**src/rtl/compare_pipe.sv**
```systemverilog
// Registered unsigned/signed comparator with running min/max of a and saturating
// gt/eq/lt counters. Statistics follow a two-state tracker that latches the compare mode.
module compare_pipe #(
   parameter int WIDTH = 8,
   parameter int CNT_W = 8
) (
   input  logic             clk,
   input  logic             rst,
   input  logic             in_valid,
   input  logic [WIDTH-1:0] a,
   input  logic [WIDTH-1:0] b,
   input  logic             is_signed,
   input  logic             clr,
   output logic             out_valid,
   output logic [2:0]       flag,
   output logic [2:0]       flag_s,
   output logic [WIDTH-1:0] min_a,
   output logic [WIDTH-1:0] max_a,
   output logic [CNT_W-1:0] gt_cnt,
   output logic [CNT_W-1:0] eq_cnt,
   output logic [CNT_W-1:0] lt_cnt
);

   typedef enum logic {EMPTY, TRACK} state_t;

   localparam logic [CNT_W-1:0] CNT_MAX = {CNT_W{1'b1}};

   state_t     state;
   logic       mode;
   logic [2:0] fu, fs, sel;
   logic       first, md, a_lt_min, a_gt_max;

   function automatic logic [CNT_W-1:0] sat_inc(input logic [CNT_W-1:0] c, input logic en);
      return (en && c != CNT_MAX) ? c + 1'b1 : c;
   endfunction

   always_comb begin
      fu = {a > b, a == b, a < b};
      fs = {$signed(a) > $signed(b), a == b, $signed(a) < $signed(b)};
      // A clear coinciding with a sample restarts tracking on that sample.
      first = (state == EMPTY) || clr;
      md = first ? is_signed : mode;
      sel = md ? fs : fu;
      a_lt_min = md ? ($signed(a) < $signed(min_a)) : (a < min_a);
      a_gt_max = md ? ($signed(a) > $signed(max_a)) : (a > max_a);
   end

   always_ff @(posedge clk) begin
      if (rst) begin
         state     <= EMPTY;
         mode      <= 1'b0;
         out_valid <= 1'b0;
         flag      <= '0;
         flag_s    <= '0;
         min_a     <= '0;
         max_a     <= '0;
         gt_cnt    <= '0;
         eq_cnt    <= '0;
         lt_cnt    <= '0;
      end else begin
         out_valid <= in_valid;
         if (in_valid) begin
            flag   <= fu;
            flag_s <= fs;
            if (first) begin
               state  <= TRACK;
               mode   <= is_signed;
               min_a  <= a;
               max_a  <= a;
               gt_cnt <= CNT_W'(sel[2]);
               eq_cnt <= CNT_W'(sel[1]);
               lt_cnt <= CNT_W'(sel[0]);
            end else begin
               if (a_lt_min) min_a <= a;
               if (a_gt_max) max_a <= a;
               gt_cnt <= sat_inc(gt_cnt, sel[2]);
               eq_cnt <= sat_inc(eq_cnt, sel[1]);
               lt_cnt <= sat_inc(lt_cnt, sel[0]);
            end
         end else if (clr) begin
            state  <= EMPTY;
            min_a  <= '0;
            max_a  <= '0;
            gt_cnt <= '0;
            eq_cnt <= '0;
            lt_cnt <= '0;
         end
      end
   end

endmodule

```
**config.mk**
```make
export PLATFORM = sky130hd
export DESIGN_NAME = compare_pipe
export DESIGN_NICKNAME = d
export VERILOG_FILES = /design/src/rtl/compare_pipe.sv
export SDC_FILE = /design/constraint.sdc
export NUM_CORES = 1
export LEC_CHECK = 0
export ABC_AREA = 1
export CAP_MARGIN = 5
export CORE_MARGIN = 5
export CORE_UTILIZATION = 35
export CTS_CLUSTER_SIZE = 30
export DETAILED_ROUTE_END_ITERATION = 7
export PLACE_DENSITY_LB_ADDON = 0.05
export SLEW_MARGIN = 10
export SYNTH_ARGS = -nofsm -noshare
export SYNTH_HDL_FRONTEND = slang
export SYNTH_SLANG_ARGS = --single-unit
```
**constraint.sdc**
```tcl
create_clock -name clk -period 2.2 [get_ports clk]
set_input_delay 0.33 -clock clk [delete_from_list [all_inputs] [get_ports clk]]
set_output_delay 0.33 -clock clk [all_outputs]
set_load 0.01 [all_outputs]
```
==> run_results.csv, run 1 <==
group,metric,value,unit
synth,syn_area_per_cell,6.76,µm²
min_path,hold_path_depth,5,
placement,place_congestion,0.811,
detailed_routing,drt-initial-drc-count,88,
setup_path,path_common_cell,"nand2_4",
setup_path,crit_type,"in2reg",
synth,synthArstFlopShare,0,
global_routing,overflow,0,
clocking,numCtsBuffers,5,
setup_path,cp_top_family,"simple AND/OR/NAND/NOR gates",
cells_and_area,nFillCells,848,
cells_and_area,nNetsFinal,598,
flow_run,maxCapViolCount,0,
cells_and_area,area_delta_synth_final,48.4,%
synth,synth.distinct_cells,40,
detailed_routing,route.detailed.drc,0,
timing,setup_viol,0,
setup_path,crit_path_max_fanout,8,
min_path,min_path_type,"in2reg",
detailed_routing,wl_met2,3.71,mm
setup_path,r2r-start,"state",
timing,max_freq,0.479,GHz
power_and_ir_drop,power_leakage,0.00204,µW
floorplanning,coreArea,0.00830,mm²
floorplanning,dieArea,0.0105,mm²
clocking,cts_tree,"built",
detailed_routing,vias,3089,
global_routing,grt_pass1_vias,2913,
floorplanning,io_pins,68,
global_routing,grt_pass1_wl,13.8,mm
detailed_routing,drt-total-wl,8.45,mm
floorplanning,fp.dieW,103,µm
timing,layout_min_cycle_time,2090,ps
synth,yosys_warnings,0,
detailed_routing,highest_layer,"met4",
placement,io_buffers,67,
setup_path,critical_path.max_stage_delay,450,ps
setup_path,cp-end-kind,"flop",
synth,synthCells,444,
global_routing,grt_antenna_before_repair,0,
global_routing,grt_max_degree,26,
setup_path,cp_slowest_cell,"clkdlybuf4s50_1",
timing,fin_crit_sh,0.949,
timing,slew_viol_final,0,
timing,finalHoldViolations,0,
detailed_routing,wl_met3,423,µm
detailed_routing,viasPerCell,4.70,
floorplanning,start_util,0.362,
detailed_routing,met1_length,4.26,mm
timing,finalClockSkew,6.19,ps
power_and_ir_drop,power_density,514,mW/mm²
detailed_routing,antenna_left,0,
timing,slew_headroom,0.761,
synth,syn_nets,491,
clocking,insertion_delay,310,ps
cells_and_area,fin_util,0.537,
min_path,hold_end,"max_a[0]",
timing,whs,424,ps
detailed_routing,wire_per_inst,12.9,µm
cells_and_area,drive_above_1_share,0.205,
synth,synth_area,0.00300,mm²
setup_path,cp.arrival,2280,ps
synth,synth_edf_count,0,
detailed_routing,firstDrtPassIters,4,
outcome,status,"complete, no violations",
clocking,clock-sinks,48,
setup_path,start_kind,"primary input",
setup_path,crit_buf_inv,2,
timing,worst_pin_slew,358,ps
setup_path,r2r_end,"gt_cnt[0]",
clocking,clkTransAtPathRegs,90,ps
setup_path,required,2390,ps
floorplanning,rows,33,
clocking,cts_root_buf,"clkbuf_8",
min_path,hold_start,"a[0]",
setup_path,crit_chain,"clkdlybuf4s50_1, inv_1, ha_4, nand2_4, nor2_2, nand2_2, nand2_4, nand2_4, nand3_2, nand4_1, nand2_4, nand2_1, nand2_1, a21oi_2",
global_routing,grtUsageTotal,0.165,
synth,yosysSeqAreaShare,0.320,
setup_path,rr_worst_depth,11,
synth,ys_ff_latch,48,
clocking,clock_path_buffers,2,
setup_path,r2r_slack,320,ps
placement,dp_hpwl,6.36,mm
cells_and_area,n_antenna_cell,0,
clocking,h-tree-depth,2,
floorplanning,die_y,103,µm
synth,synth_ff_type,"dfxtp_1",
timing,setup_tns,0,ps
power_and_ir_drop,peakVddDrop,340,µV
==> cell families after synthesis <==
kind of cell    after synthesis  share of synthesized area
xor+xnor                      3                    0.00876
flops                        48                      0.320
compound gates               79                      0.152
simple gates                212                      0.307
buf+inv                      76                      0.103
fa+ha+maj                    26                      0.108
==> worst max-delay path by stage <==
stage / start / end / slack (ps) / depth (start not counted)
floorplan: b[7] / gt_cnt[1] / 290 / 12
global placement: b[3] / eq_cnt[6] / -280 / 14
detailed placement: b[3] / eq_cnt[6] / -290 / 14
CTS: b[3] / eq_cnt[6] / 30 / 14
global route: b[4] / gt_cnt[0] / -30 / 14
finish: b[4] / gt_cnt[0] / 110 / 14
==> tightest hold or removal path: stages <==
cell,delay [ps]
dlymetal6s2s_1,140
nand2_1,70
inv_1,40
nand2_1,60
a21oi_1,50
==> Yosys cell counts, types with 3 or more instances <==
master,number,share of area
nand3_1,18,0.030
o21ai_0,18,0.030
dfxtp_1,48,0.32
nand2_1,112,0.14
nand4_1,5,0.010
nor3_1,4,0.0067
nor2_1,51,0.064
ha_1,26,0.11
clkbuf_1,6,0.0075
xor2_1,3,0.0088
inv_1,61,0.076
inv_2,3,0.0038
a21oi_1,47,0.078
nand2_2,8,0.017
==> cells in the final DEF (no fill, tap or decap), types with 3 or more instances in the layout <==
cell type	netlist	routed
clkdlybuf4s50_1	0	56
nor2_1	51	49
nand4_1	5	5
nand3_1	18	12
ha_4	0	6
clkbuf_8	0	7
nor3_1	4	3
nand2_4	1	8
dlymetal6s2s_1	0	11
a21oi_1	47	40
nand2_2	8	6
nand2_1	112	108
ha_1	26	20
o21ai_1	1	7
nand3_2	2	8
nor2_4	1	3
inv_1	61	55
o21ai_0	18	12
xor2_1	3	3
buf_4	2	43
inv_2	3	9
a21oi_2	2	8
dfxtp_1	48	46
==> area by class of cell <==
| cell class | instances | area [µm²] | area share |
|---|---|---|---|
| clock inverters | 1 | 30.0 | 0.00674 |
| multi-input cells | 321 | 1950 | 0.438 |
| clock buffers | 7 | 96.3 | 0.0216 |
| flip-flops and latches | 48 | 963 | 0.216 |
| inverters | 64 | 240 | 0.0539 |
| repair buffers | 111 | 1040 | 0.234 |
| well taps | 105 | 131 | 0.0295 |
==> per-stage QoR <==
| stage | cell area (µm²) | power, µW | instances | worst slack [ps] |
|---|---|---|---|---|
| global placement | 4050 | 1520 | 645 | -281 |
| CTS | 4180 | 2260 | 653 | 31.6 |
| detailed placement | 4050 | 1530 | 645 | -285 |
| global route | 4450 | 2430 | 657 | -27.3 |
| finish | 4450 | 2290 | 657 | 113 |
| floorplan | 3000 | 1260 | 444 | 288 |
==> timing repair <==
item | 4_1_cts | 5_1_grt
endpoints found under the setup margin | 0 | 32
hold buffers | 0 | 0
buffers inserted | 0 | 3
resized for setup | 0 | 64
==> state kept, by name, summed over array words and instances (netlist names) <==
name / cells
eq_cnt: 8
flag: 3
gt_cnt: 8
state: 1
lt_cnt: 8
max_a: 8
flag_s: 2
mode: 1
min_a: 8
out_valid: 1
==> report_power, final <==
part | internal, µW | switching (µW) | total (µW) | leakage (µW)
Combinational | 298 | 318 | 616 | 0.00158
Clock | 402 | 318 | 720 | 0.0000645
Sequential | 913 | 40.7 | 954 | 0.000394
==> routing by layer <==
layer | vias to the layer above | global-route usage
met3 | 7 | 0.0304
met5 | - | 0
met4 | 0 | 0.0404
li1 | 1633 | -
met1 | 1389 | 0.237
met2 | 60 | 0.253
Power figures use the tool's default switching activity.
==> run 2, diff against run 1 <==
- CORE_ASPECT_RATIO: not set -> 1.1
==> run_results.csv, run 2 (same netlist as run 1, synthesis figures left out) <==
group,metric,value,unit
outcome,status,"complete, no violations",
timing,fin_crit_sh,0.991,
power_and_ir_drop,p_sw_frac,0.316,
cells_and_area,layoutNonFillerInstCount,661,
power_and_ir_drop,power_leakage,0.00192,µW
clocking,cts_root_buf,"clkbuf_8",
power_and_ir_drop,switchingPower,655,µW
timing,setup_tns,0,ps
detailed_routing,route.detailed.drc,0,
clocking,clock_path_buffers,2,
timing,slew_viol_final,0,
global_routing,grt_max_degree,26,
setup_path,start_kind,"primary input",
timing,setup_slack,20.6,ps
flow_run,maxCapViolCount,0,
cells_and_area,n_antenna_cell,0,
timing,setup_viol,0,
setup_path,critical_path.max_stage_delay,490,ps
power_and_ir_drop,combPwrFrac,0.291,
timing,max_freq,0.459,GHz
global_routing,overflow,0,
detailed_routing,wire_per_inst,13.0,µm
placement,place_congestion,0.841,
setup_path,r2r_slack,310,ps
placement,dp_hpwl,6.37,mm
timing,worst_pin_slew,467,ps
clocking,h-tree-depth,2,
setup_path,cp_slowest_cell,"clkdlybuf4s50_1",
global_routing,grtUsageTotal,0.159,
floorplanning,fp.dieW,98.3,µm
cells_and_area,nFillCells,848,
clocking,insertion_delay,300,ps
detailed_routing,antenna_left,0,
power_and_ir_drop,internal-power,1420,µW
clocking,clkTransAtPathRegs,80,ps
floorplanning,rows,35,
timing,layout_min_cycle_time,2180,ps
setup_path,required,2430,ps
cells_and_area,area_delta_synth_final,44.5,%
power_and_ir_drop,power_density,479,mW/mm²
cells_and_area,mostFrequentLayoutCell,"nand2_1",
floorplanning,start_util,0.359,
power_and_ir_drop,pwr-share-seq,0.460,
power_and_ir_drop,clockPowerShare,0.249,
placement,pre_cts_ws,-303,ps
clocking,numCtsBuffers,5,
setup_path,crit_buf_inv,2,
floorplanning,dieArea,0.0105,mm²
detailed_routing,firstDrtPassIters,4,
timing,finalHoldViolations,0,
setup_path,crit_path_max_fanout,8,
cells_and_area,fin_util,0.518,
cells_and_area,nNetsFinal,597,
placement,io_buffers,67,
power_and_ir_drop,peakVddDrop,227,µV
clocking,cts_tree,"built",
global_routing,grt_pass1_wl,13.8,mm
placement,placedCellCount,652,
floorplanning,die_y,107,µm
timing,rsz0062_at_grt,"yes",
setup_path,cp.arrival,2410,ps
min_path,min_path_type,"reg2reg",
setup_path,cp_top_family,"simple AND/OR/NAND/NOR gates",
cells_and_area,drive_above_1_share,0.184,
floorplanning,io_pins,68,
detailed_routing,drt-total-wl,8.58,mm
cells_and_area,mostFrequentLayoutCells,"nand2_1, clkdlybuf4s50_1, inv_1, nor2_1, dfxtp_1",
setup_path,crit_type,"in2reg",
setup_path,cp-end-kind,"flop",
detailed_routing,viasPerCell,4.73,
floorplanning,coreArea,0.00836,mm²
timing,finalClockSkew,11.6,ps
clocking,cts_hold_buf,0,
timing,slew_headroom,0.686,
global_routing,grt_antenna_before_repair,0,
timing,whs,480,ps
clocking,clock-sinks,48,
setup_path,crit_chain,"clkdlybuf4s50_1, inv_1, ha_4, a21oi_2, nor2_4, nor2_4, nand3_2, nand3_2, nand4_1, nand2_4, nand2_1, a21oi_2",
detailed_routing,drt-initial-drc-count,95,
detailed_routing,vias,3129,
global_routing,grt_pass1_vias,3006,
run 2: repair_timing:
action | CTS | global route
endpoints found under the setup margin | 0 | 27
endpoints found under the hold margin | 0 | 0
gates resized for setup | 0 | 45
buffers inserted | 0 | 1
run 2: routing by layer:
metal / share of wire / track usage
met5: 0 / 0
met4: 0.014 / 0.0400
met3: 0.051 / 0.0345
met2: 0.45 / 0.266
met1: 0.48 / 0.209
run 2: stage by stage:
| step | area (µm²) | total power [µW] |
|---|---|---|
| floorplan | 3000 | 1260 |
| finish | 4330 | 2080 |
| detailed placement | 4060 | 1530 |
| global placement | 4060 | 1520 |
| CTS | 4140 | 2040 |
| global route | 4330 | 2210 |
run 2: worst paths after layout:
kind / from / to / depth (start not counted)
worst max-delay path: b[5] / gt_cnt[0] / 12
worst min-delay path: max_a[5] / max_a[5] / 2
worst max register to register: eq_cnt[1] / eq_cnt[2] / 13
worst min register to register: max_a[5] / max_a[5] / 2
run 2: power groups by stage:
stage / registers [µW] / logic, µW / clock network (µW)
after CTS: 954 / 555 / 534
final: 955 / 605 / 516
after global placement: 974 / 544 / 0
after floorplan: 986 / 279 / 0
after detailed placement: 974 / 552 / 0
after global routing: 963 / 671 / 575
run 2: area by class of cell:
cell class              count  area (µm²)  area share
multi-input cells         321        1900       0.439
repair buffers            110        1010       0.233
flip-flops and latches     48         961       0.222
inverters                  64         240      0.0554
well taps                 111         139      0.0320
clock buffers               5        68.8      0.0159
clock inverters             2        12.5     0.00289
run 2: worst register-to-register path, cell delays in order (launching register included):
cell     delay (ps)
dfxtp_1         380
ha_1            180
nand2_1          80
nor2_1          130
nand2_1          90
nor2_1          130
nand2_1          90
o21ai_0         170
nand2_1         130
nand2_4         120
buf_4           130
nor2_1           30
o22ai_1          90
nor2_1           50
